**src/rtl/dmem_access_ctrl_if.sv**
```systemverilog
// rtl/dmem_access_ctrl_if.sv - request, response and memory-side signal bundle for dmem_access_ctrl
interface dmem_access_ctrl_if #(
    parameter int MEM_SIZE    = 1024,
    parameter int ADDR_LENGTH = 32,
    parameter int DATA_LENGTH = 32
);
    localparam int MEM_AW = $clog2(MEM_SIZE);

    logic                   i_cpu_req;
    logic                   i_cpu_we;
    logic [1:0]             i_cpu_size;
    logic                   i_cpu_unsigned;
    logic [ADDR_LENGTH-1:0] i_cpu_addr;
    logic [DATA_LENGTH-1:0] i_cpu_wdata;
    logic [DATA_LENGTH-1:0] o_cpu_rdata;
    logic                   o_cpu_ack;
    logic                   o_cpu_err;

    logic                   i_dbg_req;
    logic [ADDR_LENGTH-1:0] i_dbg_addr;
    logic [DATA_LENGTH-1:0] o_dbg_rdata;
    logic                   o_dbg_ack;

    logic                   o_busy;

    logic [MEM_AW-1:0]      o_m_addr;
    logic                   o_m_rd;
    logic                   o_m_wr;
    logic [DATA_LENGTH-1:0] o_m_wdata;
    logic [DATA_LENGTH-1:0] i_m_rdata;

    modport slave (
        input  i_cpu_req, i_cpu_we, i_cpu_size, i_cpu_unsigned, i_cpu_addr, i_cpu_wdata,
        output o_cpu_rdata, o_cpu_ack, o_cpu_err,
        input  i_dbg_req, i_dbg_addr,
        output o_dbg_rdata, o_dbg_ack,
        output o_busy,
        output o_m_addr, o_m_rd, o_m_wr, o_m_wdata,
        input  i_m_rdata
    );

    modport master (
        output i_cpu_req, i_cpu_we, i_cpu_size, i_cpu_unsigned, i_cpu_addr, i_cpu_wdata,
        input  o_cpu_rdata, o_cpu_ack, o_cpu_err,
        output i_dbg_req, i_dbg_addr,
        input  o_dbg_rdata, o_dbg_ack,
        input  o_busy,
        input  o_m_addr, o_m_rd, o_m_wr, o_m_wdata,
        output i_m_rdata
    );
endinterface

```
**src/rtl/dmem_access_ctrl.sv**
```systemverilog
// rtl/dmem_access_ctrl.sv - CPU/debug arbiter and RMW sequencer in front of a word-wide data memory
module dmem_access_ctrl #(
    parameter int MEM_SIZE    = 1024,
    parameter int ADDR_LENGTH = 32,
    parameter int DATA_LENGTH = 32
) (
    input  logic                  i_clk,
    input  logic                  i_rst,
    dmem_access_ctrl_if.slave     bus
);
    localparam int MEM_AW = $clog2(MEM_SIZE);

    localparam logic [1:0] SZ_BYTE = 2'b00;
    localparam logic [1:0] SZ_HALF = 2'b01;

    typedef enum logic [2:0] {
        IDLE,
        RD,
        WAIT,
        WR,
        ACK
    } state_t;

    state_t state;
    state_t state_nxt;

    // transaction context latched at grant
    logic        lat_cpu;
    logic        lat_we;
    logic        lat_uns;
    logic [1:0]  lat_size;
    logic [1:0]  lat_lane;
    logic [15:0] lat_sub_wdata;

    logic [MEM_AW-1:0]      m_addr;
    logic                   m_rd;
    logic                   m_wr;
    logic [DATA_LENGTH-1:0] m_wdata;
    logic [DATA_LENGTH-1:0] cpu_rdata;
    logic                   cpu_ack;
    logic                   cpu_err;
    logic [DATA_LENGTH-1:0] dbg_rdata;
    logic                   dbg_ack;
    logic                   busy;

    logic grant_cpu;
    logic grant_dbg;
    logic in_half;
    logic in_word;
    logic in_misaligned;
    logic cpu_ack_nxt;
    logic dbg_ack_nxt;
    logic lat_half;
    logic lat_word;

    logic unused_addr_bits;
    assign unused_addr_bits = ^{bus.i_cpu_addr[ADDR_LENGTH-1:MEM_AW+2],
                                bus.i_dbg_addr[ADDR_LENGTH-1:MEM_AW]};

    assign grant_cpu     = bus.i_cpu_req;
    assign grant_dbg     = !bus.i_cpu_req && bus.i_dbg_req;
    assign in_half       = (bus.i_cpu_size == SZ_HALF);
    assign in_word       = bus.i_cpu_size[1];
    assign in_misaligned = (in_half && bus.i_cpu_addr[0]) ||
                           (in_word && (bus.i_cpu_addr[1:0] != 2'b00));
    assign lat_half      = (lat_size == SZ_HALF);
    assign lat_word      = lat_size[1];

    function automatic logic [31:0] merge_store(
        input logic [31:0] word,
        input logic [15:0] data,
        input logic [1:0]  lane,
        input logic        half
    );
        logic [31:0] r;
        r = word;
        if (half) begin
            if (lane[1]) r[31:16] = data;
            else         r[15:0]  = data;
        end else begin
            case (lane)
                2'd0:    r[7:0]   = data[7:0];
                2'd1:    r[15:8]  = data[7:0];
                2'd2:    r[23:16] = data[7:0];
                default: r[31:24] = data[7:0];
            endcase
        end
        return r;
    endfunction

    function automatic logic [31:0] extend_load(
        input logic [31:0] word,
        input logic [1:0]  lane,
        input logic        half,
        input logic        whole,
        input logic        uns
    );
        logic [7:0]  b;
        logic [15:0] h;
        case (lane)
            2'd0:    b = word[7:0];
            2'd1:    b = word[15:8];
            2'd2:    b = word[23:16];
            default: b = word[31:24];
        endcase
        h = lane[1] ? word[31:16] : word[15:0];
        if (whole)     return word;
        else if (half) return uns ? {16'h0000, h} : {{16{h[15]}}, h};
        else           return uns ? {24'h000000, b} : {{24{b[7]}}, b};
    endfunction

    always_ff @(posedge i_clk or posedge i_rst) begin
        if (i_rst) state <= IDLE;
        else       state <= state_nxt;
    end

    always_comb begin
        state_nxt = state;
        case (state)
            IDLE: begin
                if (grant_cpu) begin
                    if (in_misaligned)                 state_nxt = ACK;
                    else if (bus.i_cpu_we && in_word)  state_nxt = WR;
                    else                               state_nxt = RD;
                end else if (grant_dbg) begin
                    state_nxt = RD;
                end
            end
            RD:      state_nxt = WAIT;
            WAIT:    state_nxt = (lat_cpu && lat_we) ? WR : ACK;
            WR:      state_nxt = ACK;
            ACK:     state_nxt = IDLE;
            default: state_nxt = IDLE;
        endcase
    end

    // only a misaligned CPU access goes straight from IDLE to ACK
    assign cpu_ack_nxt = (state_nxt == ACK) && ((state == IDLE) || lat_cpu);
    assign dbg_ack_nxt = (state_nxt == ACK) && (state != IDLE) && !lat_cpu;

    always_ff @(posedge i_clk or posedge i_rst) begin
        if (i_rst) begin
            lat_cpu       <= 1'b0;
            lat_we        <= 1'b0;
            lat_uns       <= 1'b0;
            lat_size      <= 2'b00;
            lat_lane      <= 2'b00;
            lat_sub_wdata <= '0;
            m_addr        <= '0;
            m_rd          <= 1'b0;
            m_wr          <= 1'b0;
            m_wdata       <= '0;
            cpu_rdata     <= '0;
            cpu_ack       <= 1'b0;
            cpu_err       <= 1'b0;
            dbg_rdata     <= '0;
            dbg_ack       <= 1'b0;
            busy          <= 1'b0;
        end else begin
            m_rd    <= (state_nxt == RD) || (state_nxt == WAIT);
            m_wr    <= (state_nxt == WR);
            busy    <= (state_nxt != IDLE);
            cpu_ack <= cpu_ack_nxt;
            dbg_ack <= dbg_ack_nxt;
            cpu_err <= (state == IDLE) && grant_cpu && in_misaligned;

            case (state)
                IDLE: begin
                    if (grant_cpu) begin
                        lat_cpu       <= 1'b1;
                        lat_we        <= bus.i_cpu_we;
                        lat_uns       <= bus.i_cpu_unsigned;
                        lat_size      <= bus.i_cpu_size;
                        lat_lane      <= bus.i_cpu_addr[1:0];
                        lat_sub_wdata <= bus.i_cpu_wdata[15:0];
                        m_addr        <= bus.i_cpu_addr[MEM_AW+1:2];
                        if (in_misaligned)
                            cpu_rdata <= '0;
                        else if (bus.i_cpu_we && in_word)
                            m_wdata   <= bus.i_cpu_wdata;
                    end else if (grant_dbg) begin
                        lat_cpu  <= 1'b0;
                        lat_we   <= 1'b0;
                        lat_uns  <= 1'b0;
                        lat_size <= 2'b10;
                        lat_lane <= 2'b00;
                        m_addr   <= bus.i_dbg_addr[MEM_AW-1:0];
                    end
                end
                WAIT: begin
                    // read data is valid at the edge that leaves WAIT
                    if (lat_cpu) begin
                        if (lat_we)
                            m_wdata <= merge_store(bus.i_m_rdata, lat_sub_wdata, lat_lane, lat_half);
                        else
                            cpu_rdata <= extend_load(bus.i_m_rdata, lat_lane, lat_half, lat_word, lat_uns);
                    end else begin
                        dbg_rdata <= bus.i_m_rdata;
                    end
                end
                default: ;
            endcase
        end
    end

    assign bus.o_m_addr    = m_addr;
    assign bus.o_m_rd      = m_rd;
    assign bus.o_m_wr      = m_wr;
    assign bus.o_m_wdata   = m_wdata;
    assign bus.o_cpu_rdata = cpu_rdata;
    assign bus.o_cpu_ack   = cpu_ack;
    assign bus.o_cpu_err   = cpu_err;
    assign bus.o_dbg_rdata = dbg_rdata;
    assign bus.o_dbg_ack   = dbg_ack;
    assign bus.o_busy      = busy;
endmodule

```
**src/flat_wrapper.sv**
```systemverilog
// flat-port wrapper written by rule: the top's interface ports become plain ports
module dmem_access_ctrl_flat 
#(
    parameter int MEM_SIZE    = 1024,
    parameter int ADDR_LENGTH = 32,
    parameter int DATA_LENGTH = 32
)
  (i_clk, i_rst, bus_i_cpu_req, bus_i_cpu_we, bus_i_cpu_size, bus_i_cpu_unsigned, bus_i_cpu_addr, bus_i_cpu_wdata, bus_o_cpu_rdata, bus_o_cpu_ack, bus_o_cpu_err, bus_i_dbg_req, bus_i_dbg_addr, bus_o_dbg_rdata, bus_o_dbg_ack, bus_o_busy, bus_o_m_addr, bus_o_m_rd, bus_o_m_wr, bus_o_m_wdata, bus_i_m_rdata);
  dmem_access_ctrl_if #(.MEM_SIZE(MEM_SIZE), .ADDR_LENGTH(ADDR_LENGTH), .DATA_LENGTH(DATA_LENGTH)) bus_i ();
  input  logic i_clk;
  input  logic i_rst;
  input wire logic [$bits(bus_i.i_cpu_req)-1:0] bus_i_cpu_req;
  input wire logic [$bits(bus_i.i_cpu_we)-1:0] bus_i_cpu_we;
  input wire logic [$bits(bus_i.i_cpu_size)-1:0] bus_i_cpu_size;
  input wire logic [$bits(bus_i.i_cpu_unsigned)-1:0] bus_i_cpu_unsigned;
  input wire logic [$bits(bus_i.i_cpu_addr)-1:0] bus_i_cpu_addr;
  input wire logic [$bits(bus_i.i_cpu_wdata)-1:0] bus_i_cpu_wdata;
  output wire logic [$bits(bus_i.o_cpu_rdata)-1:0] bus_o_cpu_rdata;
  output wire logic [$bits(bus_i.o_cpu_ack)-1:0] bus_o_cpu_ack;
  output wire logic [$bits(bus_i.o_cpu_err)-1:0] bus_o_cpu_err;
  input wire logic [$bits(bus_i.i_dbg_req)-1:0] bus_i_dbg_req;
  input wire logic [$bits(bus_i.i_dbg_addr)-1:0] bus_i_dbg_addr;
  output wire logic [$bits(bus_i.o_dbg_rdata)-1:0] bus_o_dbg_rdata;
  output wire logic [$bits(bus_i.o_dbg_ack)-1:0] bus_o_dbg_ack;
  output wire logic [$bits(bus_i.o_busy)-1:0] bus_o_busy;
  output wire logic [$bits(bus_i.o_m_addr)-1:0] bus_o_m_addr;
  output wire logic [$bits(bus_i.o_m_rd)-1:0] bus_o_m_rd;
  output wire logic [$bits(bus_i.o_m_wr)-1:0] bus_o_m_wr;
  output wire logic [$bits(bus_i.o_m_wdata)-1:0] bus_o_m_wdata;
  input wire logic [$bits(bus_i.i_m_rdata)-1:0] bus_i_m_rdata;
  assign bus_i.i_cpu_req = bus_i_cpu_req;
  assign bus_i.i_cpu_we = bus_i_cpu_we;
  assign bus_i.i_cpu_size = bus_i_cpu_size;
  assign bus_i.i_cpu_unsigned = bus_i_cpu_unsigned;
  assign bus_i.i_cpu_addr = bus_i_cpu_addr;
  assign bus_i.i_cpu_wdata = bus_i_cpu_wdata;
  assign bus_o_cpu_rdata = bus_i.o_cpu_rdata;
  assign bus_o_cpu_ack = bus_i.o_cpu_ack;
  assign bus_o_cpu_err = bus_i.o_cpu_err;
  assign bus_i.i_dbg_req = bus_i_dbg_req;
  assign bus_i.i_dbg_addr = bus_i_dbg_addr;
  assign bus_o_dbg_rdata = bus_i.o_dbg_rdata;
  assign bus_o_dbg_ack = bus_i.o_dbg_ack;
  assign bus_o_busy = bus_i.o_busy;
  assign bus_o_m_addr = bus_i.o_m_addr;
  assign bus_o_m_rd = bus_i.o_m_rd;
  assign bus_o_m_wr = bus_i.o_m_wr;
  assign bus_o_m_wdata = bus_i.o_m_wdata;
  assign bus_i.i_m_rdata = bus_i_m_rdata;
  dmem_access_ctrl #(.MEM_SIZE(MEM_SIZE), .ADDR_LENGTH(ADDR_LENGTH), .DATA_LENGTH(DATA_LENGTH)) u_core (.i_clk(i_clk), .i_rst(i_rst), .bus(bus_i));
endmodule
```
**config.mk**
```make
export PLATFORM = sky130hd
export DESIGN_NAME = dmem_access_ctrl_flat
export DESIGN_NICKNAME = d
export VERILOG_FILES = /design/src/rtl/dmem_access_ctrl_if.sv /design/src/rtl/dmem_access_ctrl.sv /design/src/flat_wrapper.sv
export SDC_FILE = /design/constraint.sdc
export NUM_CORES = 1
export LEC_CHECK = 0
export CAP_MARGIN = 10
export CORE_MARGIN = 1.5
export CORE_UTILIZATION = 46
export CTS_BUF_LIST = sky130_fd_sc_hd__clkbuf_8
export DETAILED_ROUTE_END_ITERATION = 8
export MAX_ROUTING_LAYER = met4
export PLACE_DENSITY = 0.91
export SETUP_SLACK_MARGIN = 0.3
export SYNTH_ARGS = -nofsm -noshare
export SYNTH_HDL_FRONTEND = slang
export SYNTH_SLANG_ARGS = --single-unit
```
**constraint.sdc**
```tcl
create_clock -name i_clk -period 6 [get_ports i_clk]
set_clock_uncertainty 0.1 [all_clocks]
set_input_delay 1.2 -clock i_clk [delete_from_list [all_inputs] [get_ports i_clk]]
set_output_delay 1.2 -clock i_clk [all_outputs]
set_load 0.005 [all_outputs]
```
# [Word-level counts from Yosys, hierarchy flattened]
# Cells that the tools add are included.
[word_totals] regBits=138 latch_bits=0 ramBits=0 rom_bits=0 inputBits=136 out_inout_bits=112 wordCells=104 n_memories=0
[classes] addsub=0 n_mul=0 div=0 order_cmp=0 eq_ne=18 shift=0 muxes=40 bitwise_logic=1 n_reduce_logical=28
[ops] cell="$mux 32" count=14
[ops] cell="$pmux 32 s2" count=2
[ops] cell="$mux 16" count=3
[ops] cell="$mux 8" count=4
[ops] cell="$pmux 8 s3" count=1
[ops] cell="$mux 10" count=2
[ops] cell="$eq 3x2->1 const B" count=4
[ops] cell="$mux 3" count=4
[ops] cell="$pmux 3 s4" count=1
[ops] cell="$logic_and 1x1->1" count=10
[ops] cell="$mux 2" count=5
[ops] cell="$ne 2x1->1 const B" count=4
[ops] cell="$eq 2x1->1 const B" count=3
[ops] cell="$eq 3x1->1 const B" count=2
[ops] cell="$ne 2x2->1 const B" count=3
[ops] cell="$reduce_and 2->1" count=3
[ops] cell="$reduce_and 6->1" count=1
[ops] cell="$reduce_bool 2->1" count=3
[ops] cell="$reduce_bool 3->1" count=2
[ops] cell="$reduce_and 5->1" count=1
[ops] cell="$mux 1" count=4
[ops] cell="$eq 3x3->1 const B" count=1
[ops] cell="$logic_not 3->1" count=1
[ops] cell="$logic_or 1x1->1" count=3
[ops] cell="5 further kinds" count=6

# [Logic depth before layout (Yosys ltp)]
# Gate-level depths: netlist (run 1).
[depth] word_depth=9 depth_mapped=8 depth_no_buf=5

# [Worst setup path after synthesis (run 1)]
# No wires, ideal clock.
[synth_timing] kind="input to register" start="input bus_i_cpu_req" end="register u_core.m_wdata[0] (netlist: u_core.bus.o_m_wdata[0])" setup_ns=0.121 arrival_time_ns=2.457 t_required_ns=5.779 setup_slack_ns=3.322 cell_stages=6 n_path_buf=2 path_cell_list="or4b_1 buf_2 o21ai_4 nand2_2 buf_2 a22o_1"
[synth_via] elab_chain_len=2
[synth_rtl] element="start: declaration" line="flat_wrapper.sv:12" source="input wire logic [$bits(bus_i.i_cpu_req)-1:0] bus_i_cpu_req;"
[synth_rtl] element="$ne 2x2->1 (no line)"
[synth_rtl] element="$reduce_and 6->1 (no line)"
[synth_rtl] element="end signal: assignment" line="dmem_access_ctrl.sv:180" source="m_wdata <= bus.i_cpu_wdata;"
[synth_rtl] element="end signal: assignment" line="dmem_access_ctrl.sv:194" source="m_wdata <= merge_store(bus.i_m_rdata, lat_sub_wdata, lat_lane, lat_half);"
[synth_rtl] element="end: declaration" line="dmem_access_ctrl.sv:38" source="logic [DATA_LENGTH-1:0] m_wdata;"
# No other way between the ends.
# A chain may end at the register's enable or synchronous reset.

# [Final worst setup path (run 1)]
[layout_timing] start="input bus_i_cpu_req" end="register u_core.cpu_rdata[8] (netlist: u_core.bus.o_cpu_rdata[8])"
[layout_via] elab_chain_len=2
[layout_rtl] element="$ne 2x2->1 (no line)"
[layout_rtl] element="$reduce_and 5->1 (no line)"
[layout_rtl] element="end signal: assignment" line="dmem_access_ctrl.sv:196" source="cpu_rdata <= extend_load(bus.i_m_rdata, lat_lane, lat_half, lat_word, lat_uns);"
[layout_rtl] element="end: declaration" line="dmem_access_ctrl.sv:39" source="logic [DATA_LENGTH-1:0] cpu_rdata;"
# No other way between the ends.

==> metrics.md, run 1 <==
| Metric | Value |
|---|---|
| Sequential element share of the synthesized area | 52.0% |
| Pin count of the biggest net entering global routing | 97 |
| Setup WS pre-CTS | 1.60 ns |
| Syn Std Cell Area | 6650 µm² |
| Syn_nets | 776 |
| H-tree Lvls | 4 |
| FF/Latch Area | 3450 µm² |
| Worst r2r dst | u_core.bus.o_m_wdata[31]$_DFFE_PP0P_ |
| Chip height | 123 µm |
| Grt ovf | 0 |
| Post-Syn Area per Cell | 10.4 µm² |
| Synth async-reset ratio | 100% |
| Worst slew margin | 26.0% |
| M3 GR Usage | 7.29% |
| Setup WS post-layout | 2.05 ns |
| EDFF count, synth | 0 |
| Design area | 9210 µm² |
| Most frequent cells in the layout | clkdlybuf4s50_1 (205), dfrtp_1 (138), nand2_1 (82) |
| Yosys reg bits | 138 |
| Nets | 963 |
| Via count | 6056 |
| Largest stage delay, worst path | 0.84 ns |
| Slew Viols, Final | 0 |
| Synth top area share | 52.0% |
| Num CTS Buffers | 17 |
| RD Place Congestion | 0.886 |
| Hpwl dp | 14500 µm |
| WL final | 20400 µm |
| VDD IR max | 0.000238 V |
| Drt first pass iters | 6 |
| Adder-cell share of the synthesized area | 0% |
| M2 GR Usage | 42.8% |
| Global-route wire length before repair | 31200 µm |
| GRT Util Overall | 28.2% |
| Setup TNS Final | 0 ns |
| Area of the multi-input gates | 2980 µm² |
| Worst endpoint required time | 6.24 ns |
| Vias in the first global route | 5812 |
| Status | finished clean |
| Crit path cell chain | clkdlybuf4s50_1 -> buf_4 -> or4b_1 -> nor3_1 -> nor2_2 -> buf_4 -> a22o_1 |
| Die X | 123 µm |
| Tmin final | 3.95 ns |
| Synth Area in Simple Gates | 16.5% |
| Number of remaining DRC errors | 0 |
| Worst-path maximum fanout | 20 |
| Final setup fails | 0 |
| Layout Cells excl Fill | 1020 |
| Core Rows | 43 |
| Post-synthesis cell count | 640 |
| Commonest non-fill, non-tap cell in the layout | clkdlybuf4s50_1 |
| Clock latency on the worst-skew pair | 0.45 ns |
| Reg2reg path depth | 4 |
| CP arrival | 4.19 ns |
| Area fraction in compound gates after synthesis | 17.1% |
| Reg2reg setup slack | 2.63 ns |
| R2r startpoint | u_core.lat_lane[1]$_DFFE_PP0P_ |
| Yosys cell types | 49 |
| Post-DP Area | 8820 µm² |
| Num ports | 248 |
| Yosys warning total | 0 |
| Antenna violations before repair | 0 |
| Area leader, netlist | dfrtp_1 |
| Mux share of post-synthesis cell area | 11.0% |
| CTS Hold Bufs | 0 |
| Final Cycle Share | 65.8% |
| IO Port Bufs | 205 |
| Initial Utilization | 47.5% |
| Post-CTS sizing | 0 |
| DR iter-0 viols | 461 |
| DP Cell Count | 988 |
| Sinks on Clock Net | 138 |
| Layout cells sized above 1 | 11.2% |
| Core area | 14000 µm² |
| Worst-path clk slew | 0.08 ns |
| Number of fill cells | 1091 |
| Power Density | 499 nW/µm² |
| Area Growth Syn to Fin | 38.5% |
| Worst hold start | u_core.lat_sub_wdata[9]$_DFFE_PP0P_ |
| Post-CTS Repair Setup Buffers | 0 |
| Worst-margin pin slew | 1.11 ns |
| Main combinational cell family by area after synthesis | compound AO/OA/AOI/OAI gates |
| RSZ-0062 raised after global routing | no |
| Worst hold stages | 2 |
| Max_cap viols | 0 |
| Worst setup SP type | primary input |
| CTS tree | yes |
| Ant. Diodes | 0 |
| Hold slack | 0.378 ns |
| F_max | 0.253 GHz |
| CTS max path bufs | 2 |
| Synth area leaders | dfrtp_1 (52%), mux2_2 (6.9%), nand2_1 (4.6%), mux2i_1 (4.1%), a22o_1 (3.3%) |
| CP most frequent cell | buf_4 |
| Grt peak-use layer | met2 |
| Met1 GRT Util | 36.0% |
| CP Class | primary input to flip-flop |
| Leakage | 3.85 nW |
| Drt via density | 5.94 |
| Final antenna-violating net count | 0 |
| Element type at the critical path end | flip-flop |
| Drt wl/cell | 20.0 µm |
| Post-layout util | 65.8% |
| Worst min path class | flip-flop to flip-flop |
| Worst hold endpoint | u_core.lat_sub_wdata[9]$_DFFE_PP0P_ |
| Hold Vio Cnt, Final | 0 |
| Slowest CP cell | or4b_1 |
| Root Buffer | clkbuf_8 |
| Synth Area in XOR/XNOR | 0% |
| CP Launch Point | bus_i_cpu_req |
| Die ar. | 15200 µm² |
| Total power | 4.59 mW |
| Ys flop type | dfrtp_1 |
[how the worst max path moves through the flow]
stage	endpoint	slack, ns	cells past startpoint
after floorplan	u_core.bus.o_busy$_DFF_PP0_	1.00	1
after global placement	u_core.bus.o_cpu_rdata[14]$_DFFE_PP0P_	1.65	7
after detailed placement	u_core.bus.o_cpu_rdata[8]$_DFFE_PP0P_	1.60	7
after CTS	u_core.bus.o_cpu_rdata[8]$_DFFE_PP0P_	2.07	7
after global routing	u_core.bus.o_cpu_rdata[8]$_DFFE_PP0P_	1.98	7
final	u_core.bus.o_cpu_rdata[8]$_DFFE_PP0P_	2.05	7
[registers in the layout, summed over array words and instances (netlist names), 2 cells and up]
signal and flops:
u_core.lat_size 2, u_core.lat_sub_wdata 16, u_core.bus.o_dbg_rdata 32, u_core.lat_lane 2, u_core.bus.o_m_wdata 32, u_core.bus.o_cpu_rdata 32
u_core.bus.o_m_addr 10, u_core.state 3
[metal layers]
metal | up-vias | wire (µm)
met2 | 342 | 9620
met4 | 0 | 771
met5 | - | 0
met1 | 2948 | 8140
met3 | 65 | 1820
li1 | 2701 | -
[cell families after synthesis]
kind of cell,after synthesis
muxes,68
and+or+nand+nor,225
DFF,138
AOI/OAI and AO/OA,156
buffers and inverters,53
[final cells by class]
class,instances,area share (%)
clock inverter,13,1.39
sequential,138,37.5
clock buffer,19,2.84
multi-input combinational,449,32.4
timing repair buffer,215,23.1
tap,180,2.45
inverter,6,0.299
[power breakdown]
group / total [mW] / switching [mW] / internal, mW / leakage (nW)
combinational: 2.13 / 0.942 / 1.19 / 1.95
sequential: 1.71 / 0.347 / 1.37 / 1.71
clock: 0.745 / 0.360 / 0.385 / 0.194
total: 4.59 / 1.65 / 2.94 / 3.85
[cell usage after synthesis (all sizes together), types with 3 or more instances]
| cell | count |
|---|---|
| nor3 | 21 |
| a22o | 25 |
| nand3 | 3 |
| a21oi | 24 |
| buf | 19 |
| mux2 | 41 |
| nand2b | 15 |
| inv | 5 |
| o21ai | 23 |
| clkbuf | 28 |
| o2bb2ai | 22 |
| nor3b | 3 |
| nor2b | 19 |
| nor2 | 49 |
| nand3b | 3 |
| nand2 | 83 |
| o221ai | 17 |
| or3 | 19 |
| a31oi | 24 |
| mux2i | 27 |
| dfrtp | 138 |
| o22a | 6 |
| a32o | 3 |
[critical path: cells and delay by family]
family,cells,cell delay (ns)
buffers and inverters,3,0.97
AND/OR/NAND/NOR,3,1.73
AO/OA/AOI/OAI,1,0.25
(Power assumes the default switching activity.)
==> run 2, diff against run 1 <==
--- a/config.mk
+++ b/config.mk
@@ -7,11 +7,11 @@
 export LEC_CHECK = 0
 export CAP_MARGIN = 10
 export CORE_MARGIN = 1.5
-export CORE_UTILIZATION = 46
+export CORE_UTILIZATION = 42
 export CTS_BUF_LIST = sky130_fd_sc_hd__clkbuf_8
 export DETAILED_ROUTE_END_ITERATION = 8
 export MAX_ROUTING_LAYER = met4
-export PLACE_DENSITY = 0.91
+export PLACE_DENSITY = 0.88
 export SETUP_SLACK_MARGIN = 0.3
 export SYNTH_ARGS = -nofsm -noshare
 export SYNTH_HDL_FRONTEND = slang
==> constraint.sdc (replaced) <==
create_clock -name i_clk -period 3.2 [get_ports i_clk]
set_clock_uncertainty 0.1 [all_clocks]
set_input_delay 0.64 -clock i_clk [delete_from_list [all_inputs] [get_ports i_clk]]
set_output_delay 0.64 -clock i_clk [all_outputs]
set_load 0.005 [all_outputs]
==> run 2 against run 1 <==
Against the previous run: setup slack got worse by 1.5 ns; sequential power is 84% higher; count of clock-buffer cells in the layout increased by 1; non-clock buffer count up 13.
==> metrics.md, run 2 (synthesized netlist as in run 1, its figures left out) <==
| Metric | Value |
|---|---|
| Status | finished clean |
| Ant. Diodes | 0 |
| Reg2reg path depth | 6 |
| RD Place Congestion | 0.853 |
| Worst slew margin | 33.0% |
| Setup WS pre-CTS | -0.0492 ns |
| Worst setup SP type | primary input |
| Hpwl dp | 14700 µm |
| CP top delay family | buffers and inverters |
| Hold Vio Cnt, Final | 0 |
| Tmin final | 2.63 ns |
| Most frequent cells in the layout | clkdlybuf4s50_1 (205), dfrtp_1 (138), nand2_1 (82) |
| Area Growth Syn to Fin | 40.7% |
| Post-DP Area | 8960 µm² |
| Die X | 129 µm |
| Grt ovf | 0 |
| Core area | 15300 µm² |
| CP arrival | 2.85 ns |
| R2r startpoint | u_core.state[0]$_DFF_PP0_ |
| F_max | 0.380 GHz |
| Commonest non-fill, non-tap cell in the layout | clkdlybuf4s50_1 |
| Num ports | 248 |
| Global-route wire length before repair | 31900 µm |
| Drt first pass iters | 5 |
| Worst hold endpoint | u_core.lat_sub_wdata[9]$_DFFE_PP0P_ |
| Antenna violations before repair | 0 |
| Worst-path clk slew | 0.07 ns |
| Largest stage delay, worst path | 0.62 ns |
| Layout cells sized above 1 | 12.3% |
| Number of fill cells | 1283 |
| Worst-path maximum fanout | 18 |
| Core Rows | 45 |
| Post-CTS Repair Setup Buffers | 0 |
| Via count | 5931 |
| Clock latency on the worst-skew pair | 0.46 ns |
| CTS max path bufs | 2 |
| Final antenna-violating net count | 0 |
| Worst-margin pin slew | 1.00 ns |
| Power Density | 927 nW/µm² |
| Sinks on Clock Net | 138 |
| Slew Viols, Final | 0 |
| Worst min path class | flip-flop to flip-flop |
| VDD IR max | 0.000447 V |
| Worst hold stages | 2 |
| Max_cap viols | 0 |
| Chip height | 129 µm |
| Vias in the first global route | 5862 |
| IO Port Bufs | 205 |
| Drt via density | 5.57 |
| Slowest CP cell | clkdlybuf4s50_1 |
| CP Launch Point | bus_i_cpu_req |
| Post-CTS sizing | 0 |
| Root Buffer | clkbuf_8 |
| Worst hold start | u_core.lat_sub_wdata[9]$_DFFE_PP0P_ |
| Number of remaining DRC errors | 0 |
| Die ar. | 16600 µm² |
| Final Cycle Share | 82.2% |
| Worst r2r dst | u_core.bus.o_cpu_rdata[4]$_DFFE_PP0P_ |
| Setup TNS Final | 0 ns |
| WP buf/inv | 3 |
| Setup WS post-layout | 0.568 ns |
| Leakage | 3.94 nW |
| Initial Utilization | 43.4% |
| CTS tree | yes |
| RSZ-0062 raised after global routing | no |
| Design area | 9350 µm² |
| Element type at the critical path end | flip-flop |
| Final setup fails | 0 |
| Nets | 976 |
| Worst endpoint required time | 3.42 ns |
| GRT Util Overall | 26.3% |
| CP Class | primary input to flip-flop |
| Reg2reg setup slack | 0.65 ns |
| Num CTS Buffers | 17 |
| Drt wl/cell | 19.2 µm |
| WL final | 20400 µm |
| Pin count of the biggest net entering global routing | 139 |
| H-tree Lvls | 4 |
| CTS Hold Bufs | 0 |
| DR iter-0 viols | 435 |
| Crit path cell chain | clkdlybuf4s50_1 -> or4b_1 -> buf_4 -> o21ai_4 -> nand2_4 -> clkinv_2 -> a31oi_1 |
## run 2: cell count changes in the layout (fill, tap and decap cells not counted), sizes merged
cell and delta:
buf +13, clkinv +2, clkbuf +1, clkinvlp -3
## run 2: metrics by stage
| stage | hold slack [ns] | std cells | util (%) | total power [mW] |
|---|---|---|---|---|
| CTS | 0.385 | 1064 | 61.0 | 8.68 |
| global route | 0.413 | 1064 | 61.1 | 9.19 |
| finish | 0.382 | 1064 | 61.1 | 8.67 |
| global placement | 0.359 | 1032 | 58.5 | 7.11 |
| floorplan | 0.342 | 640 | - | 5.12 |
| detailed placement | 0.366 | 1032 | 58.5 | 7.25 |
## run 2: metal layers
layer,vias to the layer above,global-route usage [%],share of wire (%)
met3,53,6.24,8.0
met4,0,11.2,3.1
met5,-,-,0
li1,2720,-,-
met2,307,40.1,47
met1,2851,33.6,42
## run 2: worst register-to-register path, cell delays in order (launching register included)
cell and delay (ns):
dfrtp_1 0.49, or3b_1 0.49, buf_4 0.25, nor3b_4 0.44, nor2_2 0.22, buf_4 0.28
o2bb2ai_1 0.16
## run 2: worst max-delay path by stage
| stage | to | slack (ns) | cells past startpoint |
|---|---|---|---|
| after global routing | u_core.bus.o_m_wdata[24]$_DFFE_PP0P_ | 0.45 | 7 |
| after CTS | u_core.bus.o_m_wdata[31]$_DFFE_PP0P_ | 0.44 | 7 |
| final | u_core.bus.o_m_wdata[31]$_DFFE_PP0P_ | 0.57 | 7 |
| after global placement | u_core.bus.o_m_wdata[26]$_DFFE_PP0P_ | 0.01 | 7 |
| after floorplan | u_core.bus.o_busy$_DFF_PP0_ | 0.74 | 1 |
| after detailed placement | u_core.bus.o_m_wdata[31]$_DFFE_PP0P_ | -0.05 | 7 |
## run 2: report_power, final
group          leakage (nW)  internal, mW  switching (mW)
Clock                 0.215         0.735           0.667
Combinational          2.01          2.29            1.83
Sequential             1.71          2.57           0.576
## run 2: final cells by class
class	instances	area, µm²	area share, %
flip-flops and latches	138	3450	36.9
multi-input cells	449	2990	32.0
repair buffers	228	2240	23.9
clock buffers	20	275	2.94
well taps	211	264	2.82
clock inverters	12	106	1.14
inverters	6	27.5	0.294
